[src/rtl/ring_decoder.sv]
// Ring-counter decoder: HUNT/TRACK/LOCKED sequence checker; optional err_count via RING_DECODER_ERR_CNT_EN.
// Latency 1 (all outputs registered); no backpressure, code is consumed only when code_valid is high.
module ring_decoder #(
    parameter int WIDTH      = 4,
    parameter int LOCK_COUNT = 4
) (
    input  logic                     clk,
    input  logic                     reset,
    input  logic [WIDTH-1:0]         code,
    input  logic                     code_valid,
    output logic [$clog2(WIDTH)-1:0] index,
    output logic                     idx_valid,
    output logic                     locked,
    output logic                     err,
    output logic [7:0]               err_count
);
    localparam int IW = $clog2(WIDTH);

    typedef enum logic [1:0] {
        HUNT   = 2'd0,
        TRACK  = 2'd1,
        LOCKED = 2'd2
    } state_t;

    state_t           state_q, state_d;
    logic [WIDTH-1:0] expected_q, expected_d;
    logic [7:0]       count_q, count_d;
    logic [IW-1:0]    index_q, index_d;
    logic             idx_valid_q, idx_valid_d;
    logic             err_q, err_d;

    logic             is_onehot;
    logic [IW-1:0]    enc_idx;
    logic [WIDTH-1:0] succ;
    logic             is_expected;
    logic [8:0]       count_inc;

    always_comb begin
        enc_idx = '0;
        for (int i = 0; i < WIDTH; i++) begin
            if (code[i]) enc_idx = IW'(i);
        end
    end

    // Exactly one bit set: non-zero and clearing the lowest set bit leaves nothing.
    assign is_onehot   = (code != '0) && ((code & (code - 1'b1)) == '0);
    assign succ        = {code[0], code[WIDTH-1:1]};
    assign is_expected = is_onehot && (code == expected_q);
    assign count_inc   = {1'b0, count_q} + 9'd1;

    always_comb begin
        state_d     = state_q;
        expected_d  = expected_q;
        count_d     = count_q;
        index_d     = index_q;
        idx_valid_d = 1'b0;
        err_d       = 1'b0;

        if (code_valid) begin
            if (is_onehot) begin
                idx_valid_d = 1'b1;
                index_d     = enc_idx;
            end
            case (state_q)
                HUNT: begin
                    if (is_onehot) begin
                        count_d    = 8'd1;
                        expected_d = succ;
                        state_d    = (LOCK_COUNT == 1) ? LOCKED : TRACK;
                    end
                end
                TRACK: begin
                    if (is_expected) begin
                        expected_d = succ;
                        if (count_inc >= 9'(LOCK_COUNT)) begin
                            count_d = 8'(LOCK_COUNT);
                            state_d = LOCKED;
                        end else begin
                            count_d = count_inc[7:0];
                        end
                    end else if (is_onehot) begin
                        count_d    = 8'd1;
                        expected_d = succ;
                    end else begin
                        count_d = 8'd0;
                        state_d = HUNT;
                    end
                end
                LOCKED: begin
                    if (is_expected) begin
                        expected_d = succ;
                    end else begin
                        err_d   = 1'b1;
                        count_d = 8'd0;
                        state_d = HUNT;
                    end
                end
                default: begin
                    count_d = 8'd0;
                    state_d = HUNT;
                end
            endcase
        end
    end

    always_ff @(posedge clk) begin
        if (!reset) begin
            state_q     <= HUNT;
            expected_q  <= '0;
            count_q     <= 8'd0;
            index_q     <= '0;
            idx_valid_q <= 1'b0;
            err_q       <= 1'b0;
        end else begin
            state_q     <= state_d;
            expected_q  <= expected_d;
            count_q     <= count_d;
            index_q     <= index_d;
            idx_valid_q <= idx_valid_d;
            err_q       <= err_d;
        end
    end

    assign index     = index_q;
    assign idx_valid = idx_valid_q;
    assign locked    = (state_q == LOCKED);
    assign err       = err_q;

`ifdef RING_DECODER_ERR_CNT_EN
    logic [7:0] err_cnt_q, err_cnt_d;

    always_comb begin
        err_cnt_d = err_cnt_q;
        if (err_d && (err_cnt_q != 8'hFF)) err_cnt_d = err_cnt_q + 8'd1;
    end

    always_ff @(posedge clk) begin
        if (!reset) err_cnt_q <= 8'd0;
        else        err_cnt_q <= err_cnt_d;
    end

    assign err_count = err_cnt_q;
`else
    assign err_count = 8'd0;
`endif

endmodule

[config.mk]
export PLATFORM = sky130hd
export DESIGN_NAME = ring_decoder
export DESIGN_NICKNAME = d
export VERILOG_FILES = /design/src/rtl/ring_decoder.sv
export SDC_FILE = /design/constraint.sdc
export NUM_CORES = 1
export LEC_CHECK = 0
export CELL_PAD_IN_SITES_DETAIL_PLACEMENT = 0
export CELL_PAD_IN_SITES_GLOBAL_PLACEMENT = 1
export CORE_MARGIN = 3
export CORE_UTILIZATION = 30
export CTS_BUF_LIST = sky130_fd_sc_hd__clkbuf_4
export CTS_CLUSTER_SIZE = 24
export DETAILED_ROUTE_END_ITERATION = 16
export GPL_ROUTABILITY_DRIVEN = 0
export PLACE_DENSITY = 0.68
export SYNTH_ARGS = -nofsm -noshare
export SYNTH_HDL_FRONTEND = slang
export SYNTH_SLANG_ARGS = --single-unit
export TNS_END_PERCENT = 30
[constraint.sdc]
create_clock -name clk -period 4.1 [get_ports clk]
set_clock_uncertainty 0.1 [all_clocks]
set_input_delay 0.615 -clock clk [delete_from_list [all_inputs] [get_ports clk]]
set_output_delay 0.615 -clock clk [all_outputs]
set_load 0.1 [all_outputs]
# Word level (Yosys, flattened, before mapping)

Cells that the tools add are included.

Bits in registers: 18
Bits of input ports: 7
Output and inout port bits: 13

$add $sub $neg: 2
Order comparisons: 1
Equality and inequality tests: 8
Mux-type cells: 21
Bitwise logic cells: 1
Reductions and logical operators: 12

Operators by type and width:

| kind                | number |
|---|---|
| $mux 8              | 4 |
| $pmux 8 s3          | 1 |
| $mux 2              | 7 |
| $mux 4              | 3 |
| $pmux 4 s3          | 1 |
| $add 8x1->9 const B | 1 |
| $ge 9x3->1 const B  | 1 |
| $reduce_and 3->1    | 3 |
| $ne 3x3->1 const B  | 2 |
| $pmux 2 s3          | 1 |
| $reduce_and 5->1    | 1 |
| $and 4x4->4         | 1 |
| $eq 4x4->1          | 1 |
| $logic_not 4->1     | 1 |
| $mux 1              | 4 |
| $ne 2x2->1 const B  | 2 |
| $reduce_and 2->1    | 2 |
| $reduce_bool 4->1   | 1 |
| $sub 4x1->4 const B | 1 |
| $reduce_bool 3->1   | 1 |
| $eq 2x1->1 const B  | 1 |
| $eq 2x2->1 const B  | 1 |
| $logic_and 1x1->1   | 2 |
| $logic_not 2->1     | 1 |
| $ne 2x1->1 const B  | 1 |

# Logic depth before layout (Yosys ltp)

Gate-level depths: netlist of the first run.

Word-level depth: 7
Mapped depth: 6

# Worst setup path before layout of the first run

Ideal clock, no wire load.

Path kind: register to register
From: reg state_q[0]
To: reg state_q[1]
Setup time: 0.121 ns
Arrival time: 2.130 ns
Path slack: 1.749 ns
Stages on the path, launching flop included: 7
Cells stage by stage: dfxtp_1 > inv_1 > ha_1 > inv_1 > o311a_4 > a21oi_1 > a211oi_2

Cells in the longest elaborated chain, start to end: 3
Elaborated cells between the ends (all ways): 9
Classes of those cells: 6 x eq/ne; 1 x mux; 2 x reduce/logical

RTL lines:

| what                       | line | RTL |
|---|---|---|
| from (decl)                | 25   | `state_t state_q, state_d;` |
| from (signal assigned)     | 115  | `state_q <= state_d;` |
| $eq 2x2->1 (*)             | --   |  |
| via locked                 | 13   | `output logic locked,` |
| $ne 2x2->1 (no line)       | --   |  |
| $reduce_and 5->1 (no line) | --   |  |

The timed path passes the listed nets; every way through them passes the cells marked *.
A chain may end at the register's enable or synchronous reset.

# Worst setup path after layout of the first run

From: reg state_q[0]
To: out locked

Cells in the longest elaborated chain, start to end: 1

RTL lines:

| what       | line | RTL |
|---|---|---|
| $eq 2x2->1 | 126  | `assign locked = (state_q == LOCKED);` |
| to (decl)  | 13   |  |

No other way between the ends.

==> results.toml, run 1 <==
[status]
status = "completed"

[setup_path]
setup.worst_path.end_class = "output port"
cp_max_fo = 4
start_kind = "register"
r2r_start = "expected_q[1]$_SDFFE_PN0P_"
slowest_delay_ns = 1.16
crit_chain = "inv_1 > ha_1 > clkdlybuf4s50_1"
required_ns = 3.38
slowest_stage = "clkdlybuf4s50_1"
startpoint = "state_q[0]$_SDFFE_PN0P_"
crit_type = "register to output port"
arrival_ns = 2.10

[clocking]
insertion_delay_ns = 0.29
h-tree-depth = 1
cts_hold_buf = 0
cts.sinks = 18
cts_buffers = 3
cts_tree = "yes"
cts_max_path_buffers = 2
clock-root-buffer = "clkbuf_4"
cts_resized = 0
cts_setup_buffers = 0
path_clk_slew_ns = 0.11

[synthesis]
ys_seq_area_share_pct = 32.80
synth.avg_cell_area_um2 = 8.859
synthMostInstantiatedCell = "dfxtp_1"
syn-cell-area_um2 = 1099
synth_cell_types = 40
ys.flop_type = "dfxtp_1"
ys_warn_count = 0
synth_top_area_share_pct = 32.80
netlist_instances = 124
synth_area_leaders = "dfxtp_1 (33%), ha_1 (6.8%), buf_4 (5.5%)"
synth-edff-count = 0
synth_common_cells = "dfxtp_1 (18), nand2_1 (16), buf_4 (8), nor2_1 (7)"
async_flop_share_pct = 0
synth_area_leader_cell = "dfxtp_1"
ys_ff_latch = 18

[final_layout]
multi_input_area_um2 = 631.9
n_antenna_cell = 0
layout-drive-gt1-share_pct = 9.924
seq_area_um2 = 360.3
layout.nets = 145
fill_cells = 352
layout.cells.non_filler = 177
area_delta_synth_final_pct = 10.02

[timing]
worst_slack_ns = 1.280
rsz0062_at_grt = "false"
maxSlewViolCount = 0
tightest_slew_ns = 0.9764
tns_ns = 0
finalHoldViolations = 0
period_needed_ns = 2.820
setup_viol = 0
final.period_utilization_pct = 68.77
fmax_mhz = 354.6
maxSlewHeadroom_pct = 34.70

[global_routing]
grt_pass1_vias = 842
grt_start_max_net_pins = 20
grt_pass1_wl_mm = 3.622
grt_antenna_before_repair = 0
grt_usage_pct = 10.41
grt-ovfl-total = 0

[floorplanning]
initial_core_util_pct = 31.92
die_w_um = 66.52
dieArea_um2 = 4424
ios = 20
rows = 21
core_um2 = 3442
die_y_um = 66.52

[power_and_ir_drop]
powerDensity_nw_per_um2 = 320.6
leakage_nw = 0.4738
total_power_mw = 0.3875
peakVddDrop_mv = 0.1626

[placement]
hpwl_mm = 1.619
place_ws_ns = 1.281
dp_cells = 173
port_buffers = 11

[flow_run]
maxCapViolations = 0

[min_path]
worstHoldPathType = "register to register"
hp-start = "count_q[2]$_SDFFE_PN0P_"

[routing]
wl_mm = 2.141
drt_iter0_drc = 12
ant_nets = 0
routedWlPerCell_um = 12.10
route.detailed.drc = 0
via_per_inst = 4.831
vias = 855
drt_pass1_iterations = 4
==> worst paths after layout <==
kind	endpoint	slack (ns)	cells past startpoint
hold reg to reg	count_q[2]$_SDFFE_PN0P_	0.38	2
setup reg to reg	expected_q[0]$_SDFFE_PN0P_	2.34	5
setup / recovery	locked	1.28	3
hold / removal	count_q[2]$_SDFFE_PN0P_	0.38	2
==> flip-flops by register name, summed over array words and instances (netlist names) <==
| register | flops |
|---|---|
| index | 2 |
| err | 1 |
| state_q | 2 |
| count_q | 8 |
| idx_valid | 1 |
| expected_q | 4 |
==> worst max-delay path: cells and delay by family, from the launching register on <==
family / cells / cell delay [ns]
DFF: 1 / 0.35
buffers and inverters: 2 / 1.24
adders and majority gates: 1 / 0.22
==> power by group <==
group	internal [mW]	total [mW]	switching, mW
clock	0.0354	0.0923	0.0569
sequential	0.180	0.184	0.00416
combinational	0.0314	0.111	0.0795
==> logic make-up (layout without fill, tap and decap cells) <==
group           Yosys count  count (layout)  share of synthesized area, %
flops                    18              18                         32.80
simple gates             41              41                         18.91
fa+ha+maj                 6               6                         6.834
mux                       1               1                        0.9112
compound gates           29              29                         22.55
xor+xnor                  7               7                         5.581
buf+inv                  21              21                         12.07
other cells               1               8                        0.3414
==> cell type report <==
cell class	count	area share (%)
sequential	18	29.81
clock buffer	3	1.863
tap	46	4.762
multi-input combinational	92	52.28
inverter	6	1.863
clock inverter	1	0.3106
timing repair buffer	11	9.110
==> metal layers <==
layer  up-vias  global-route usage (%)  wire length [µm]
met5         -                       0                 0
met4         0                   3.046                11
met3         2                   1.518                80
met2        15                   19.45              1081
met1       403                   12.08               969
li1        435                       -                 -
==> placed cells by master (no fill, tap or decap), drive strengths merged, types with 2 or more instances in the layout <==
cell type	Yosys	routed
ha	6	6
o22ai	4	4
clkbuf	3	3
nand3	2	2
nand2	16	16
nor2	7	7
xnor2	6	6
conb	1	8
a311oi	2	2
inv	6	6
and3	5	5
a21oi	6	6
nor3	3	3
o211a	2	2
nand4	3	3
clkdlybuf4s50	0	11
dfxtp	18	18
or4b	2	2
o21ai	4	4
==> per-stage QoR <==
stage / hold slack, ns / utilization [%] / area (µm²)
floorplan: 0.3457 / - / 1125
global placement: 0.3616 / 34.35 / 1182
detailed placement: 0.3634 / 34.35 / 1182
CTS: 0.3796 / 35.11 / 1209
global route: 0.4077 / 35.11 / 1209
finish: 0.3764 / 35.11 / 1209
Note: power is estimated with default switching activity, not from simulation.
==> run 2, diff against run 1 <==
Settings changed: PLACE_DENSITY 0.68 to 0.71.
Clock period 4.1 ns to 2.4 ns, I/O delays scaled along.
==> results.toml, run 2 (synthesized netlist as in run 1, its figures left out) <==
[routing]
route.detailed.drc = 0
ant_nets = 0
routedWlPerCell_um = 10.92
drt_iter0_drc = 36
wl_mm = 2.086
vias = 910
via_per_inst = 4.764
drt_pass1_iterations = 4

[setup_path]
start_kind = "input port"
setup.worst_path.end_class = "register"
rr_endpoint = "expected_q[0]$_SDFFE_PN0P_"
startpoint = "code[0]"
crit_type = "input port to register"
r2r_start = "state_q[0]$_SDFFE_PN0P_"
cp_max_fo = 5
arrival_ns = 2.21
required_ns = 2.49
rrSetupSlack_ns = 0.66
r2r_cells = 6

[floorplanning]
rows = 21
core_um2 = 3442
die_y_um = 66.52
dieArea_um2 = 4424
die_w_um = 66.52
ios = 20
initial_core_util_pct = 31.92

[placement]
placed_area_um2 = 1275
dp_cells = 187
port_buffers = 11
hpwl_mm = 1.671

[min_path]
whs_path_depth = 2
worstHoldEndpoint = "count_q[2]$_SDFFE_PN0P_"
hp-start = "count_q[2]$_SDFFE_PN0P_"
worstHoldPathType = "register to register"

[global_routing]
grt_antenna_before_repair = 0
grt_pass1_vias = 861
grt-ovfl-total = 0
grt_pass1_wl_mm = 3.629
grt_usage_pct = 10.37
grt_start_max_net_pins = 13

[final_layout]
top_register = "count_q"
seq_area_um2 = 360.3
reg_top3 = "count_q x8, expected_q x4"
stdcell_area_um2 = 1301
layout-drive-gt1-share_pct = 22.07
fill_cells = 346
final_common_cell = "buf_4"
n_antenna_cell = 0
multi_input_area_um2 = 631.9
largest_register_ffs = 8
final_cell_mix = "buf_4 (19), dfxtp_1 (18), nand2_1 (16), conb_1 (8), nor2_1 (7)"
layout.nets = 159
area_delta_synth_final_pct = 18.45
layout.cells.non_filler = 191
final_core_util_pct = 37.80

[power_and_ir_drop]
peakVddDrop_mv = 0.1748
leakage_nw = 0.5503
powerDensity_nw_per_um2 = 522.5
total_power_mw = 0.6799

[timing]
final.period_utilization_pct = 88.36
rsz0062_at_grt = "false"
setup_viol = 0
maxSlewViolCount = 0
finalHoldViolations = 0
fmax_mhz = 471.6
period_needed_ns = 2.121
whs_ns = 0.3803

[flow_run]
maxCapViolations = 0

[status]
status = "completed"

[clocking]
path_clk_slew_ns = 0.11
cts_hold_buf = 0
cts_tree = "yes"
cts_resized = 0
clock-root-buffer = "clkbuf_4"
cts_buffers = 3
h-tree-depth = 1
insertion_delay_ns = 0.29
cts_max_path_buffers = 2
cts.sinks = 18
cts_setup_buffers = 0
## run 2: final cells by class
type                       instances  share of cell area, %
clock buffer                       3                  1.731
clock inverter                     1                 0.2885
inverter                           6                  1.731
multi-input combinational         92                  48.56
sequential                        18                  27.69
tap                               46                  4.423
timing repair buffer              25                  15.58
## run 2: worst max path at each step
| stage | to | slack, ns | depth (start not counted) |
|---|---|---|---|
| 2_1_floorplan | state_q[1]$_SDFFE_PN0P_ | 0.05 | 6 |
| 3_3_place_gp | state_q[1]$_SDFFE_PN0P_ | 0.005 | 6 |
| 3_5_place_dp | state_q[1]$_SDFFE_PN0P_ | -0.03 | 6 |
| 4_1_cts | state_q[0]$_SDFFE_PN0P_ | 0.28 | 6 |
| 5_1_grt | expected_q[1]$_SDFFE_PN0P_ | 0.15 | 6 |
| 6_report | state_q[1]$_SDFFE_PN0P_ | 0.28 | 6 |
## run 2: critical path, stage by stage
cell             delay, ns
clkdlybuf4s50_1       0.47
or4b_4                0.58
o211a_4               0.18
o311a_4               0.39
a21oi_1               0.17
a211oi_2              0.06
## run 2: metrics by stage
step | setup WS [ns] | TNS, ns
global route | 0.1507 | 0
detailed placement | -0.02511 | -0.09644
floorplan | 0.04924 | 0
finish | 0.2794 | 0
CTS | 0.2776 | 0
global placement | 0.005213 | 0
## run 2: routing by layer
layer  vias up  GRT usage (%)  part of all wire, %
met5         -              0                    0
met4         0          3.046                 0.86
met3         3          2.192                  4.2
met2        19          18.09                   50
met1       426          12.69                   45
li1        462              -                    -
## run 2: report_power, final
part	leakage [nW]	switching [mW]	internal (mW)
sequential	0.146	0.00735	0.308
clock	0.0154	0.0948	0.0605
combinational	0.389	0.139	0.0708
total	0.550	0.241	0.439
==> run 3, diff against run 2 <==
--- a/constraint.sdc
+++ b/constraint.sdc
@@ -4,2 +4,2 @@
 set_output_delay 0.36 -clock clk [all_outputs]
-set_load 0.1 [all_outputs]
+set_load 0.01 [all_outputs]
==> results.toml, run 3 (synthesized netlist as in run 1, its figures left out) <==
[status]
status = "completed"

[final_layout]
fill_cells = 347
largest_register_ffs = 8
final_cell_mix = "dfxtp_1 (18), nand2_1 (16), buf_4 (14), clkdlybuf4s50_1 (11), conb_1 (8)"
top_register = "count_q"
layout.nets = 159
n_antenna_cell = 0
reg_top3 = "count_q x8, expected_q x4"
final_core_util_pct = 38.17
area_delta_synth_final_pct = 19.59
stdcell_area_um2 = 1314
final_common_cell = "dfxtp_1"
layout-drive-gt1-share_pct = 18.62

[global_routing]
grt_pass1_wl_mm = 3.801
grt_antenna_before_repair = 0
grt-ovfl-total = 0
grt_start_max_net_pins = 14
grt_pass1_vias = 889
grt_usage_pct = 11.05

[setup_path]
slowest_stage = "or4b_4"
rrSetupSlack_ns = 0.69
crit_chain = "clkdlybuf4s50_1 > or4b_4 > o211a_4 > o311a_4 > a21oi_1 > a211oi_2"
cp_max_fo = 5
required_ns = 2.50
start_kind = "input port"
setup.worst_path.end_class = "register"
slowest_delay_ns = 0.58
crit_type = "input port to register"
arrival_ns = 2.21

[timing]
fmax_mhz = 473.7
worst_slack_ns = 0.2891
final.period_utilization_pct = 87.95
rsz0062_at_grt = "false"
setup_viol = 0
finalHoldViolations = 0
maxSlewViolCount = 0
period_needed_ns = 2.111

[clocking]
cts_tree = "yes"
cts.sinks = 18
cts_resized = 0
h-tree-depth = 1
cts_buffers = 3
clock-root-buffer = "clkbuf_4"
path_clk_slew_ns = 0.11
cts_setup_buffers = 0
cts_hold_buf = 0
insertion_delay_ns = 0.30
cts_max_path_buffers = 2

[placement]
placed_area_um2 = 1287
hpwl_mm = 1.704
port_buffers = 11
place_ws_ns = -0.04379

[power_and_ir_drop]
leakage_nw = 0.5404
peakVddDrop_mv = 0.2419
total_power_mw = 0.6162
powerDensity_nw_per_um2 = 469.1

[floorplanning]
initial_core_util_pct = 31.92
rows = 21
die_w_um = 66.52
core_um2 = 3442
die_y_um = 66.52
ios = 20
dieArea_um2 = 4424

[flow_run]
maxCapViolations = 0

[routing]
wl_met2_mm = 1.042
top_layer_used = "met4"
vias = 864
ant_nets = 0
wl_mm = 2.070
drt_pass1_iterations = 4
routedLengthMet1_um = 938
routedWlPerCell_um = 10.84
route.detailed.drc = 0
via_per_inst = 4.524
drt_iter0_drc = 33
wl_met3_um = 65

[min_path]
worstHoldPathType = "register to register"
-- run 3: cell count changes in the layout (fill, tap and decap cells not counted) --
| cell | delta |
|---|---|
| clkdlybuf4s50_1 | +5 |
| buf_4 | -5 |
-- run 3: per-layer routing --
| layer | global-route usage (%) | vias up |
|---|---|---|
| met4 | 3.046 | 0 |
| met3 | 2.192 | 2 |
| met2 | 20.20 | 10 |
| li1 | - | 464 |
| met5 | 0 | - |
| met1 | 12.91 | 388 |
-- run 3: final timing paths --
path / from / to / depth (start not counted)
setup / recovery: code[0] / state_q[1]$_SDFFE_PN0P_ / 6
hold / removal: count_q[2]$_SDFFE_PN0P_ / count_q[2]$_SDFFE_PN0P_ / 2
setup reg to reg: state_q[0]$_SDFFE_PN0P_ / expected_q[2]$_SDFFE_PN0P_ / 6
hold reg to reg: count_q[2]$_SDFFE_PN0P_ / count_q[2]$_SDFFE_PN0P_ / 2
-- run 3: through the flow --
| stage | TNS, ns | cells | hold WS (ns) |
|---|---|---|---|
| 2_1_floorplan | 0 | 131 | 0.3457 |
| 3_3_place_gp | 0 | 187 | 0.3660 |
| 3_5_place_dp | -0.1722 | 187 | 0.3685 |
| 4_1_cts | 0 | 191 | 0.3867 |
| 5_1_grt | 0 | 191 | 0.4060 |
| 6_report | 0 | 191 | 0.3889 |
-- run 3: final cells by class --
class | instances | area [µm²] | share of cell area [%]
repair buffers | 25 | 215.2 | 16.38
multi-input cells | 92 | 631.9 | 48.10
inverters | 6 | 22.52 | 1.714
clock inverters | 1 | 3.754 | 0.2857
well taps | 46 | 57.56 | 4.381
flip-flops and latches | 18 | 360.3 | 27.43
clock buffers | 3 | 22.52 | 1.714
-- run 3: power by group --
part | switching, mW | internal (mW) | leakage (nW)
sequential | 0.00741 | 0.308 | 0.146
clock | 0.0959 | 0.0606 | 0.0154
combinational | 0.0731 | 0.0715 | 0.379
-- run 3: critical path: cells and delay by family --
kind | cells | cell delay [ns]
buffers and inverters | 1 | 0.46
and+or+nand+nor | 1 | 0.58
AOI/OAI and AO/OA | 4 | 0.80
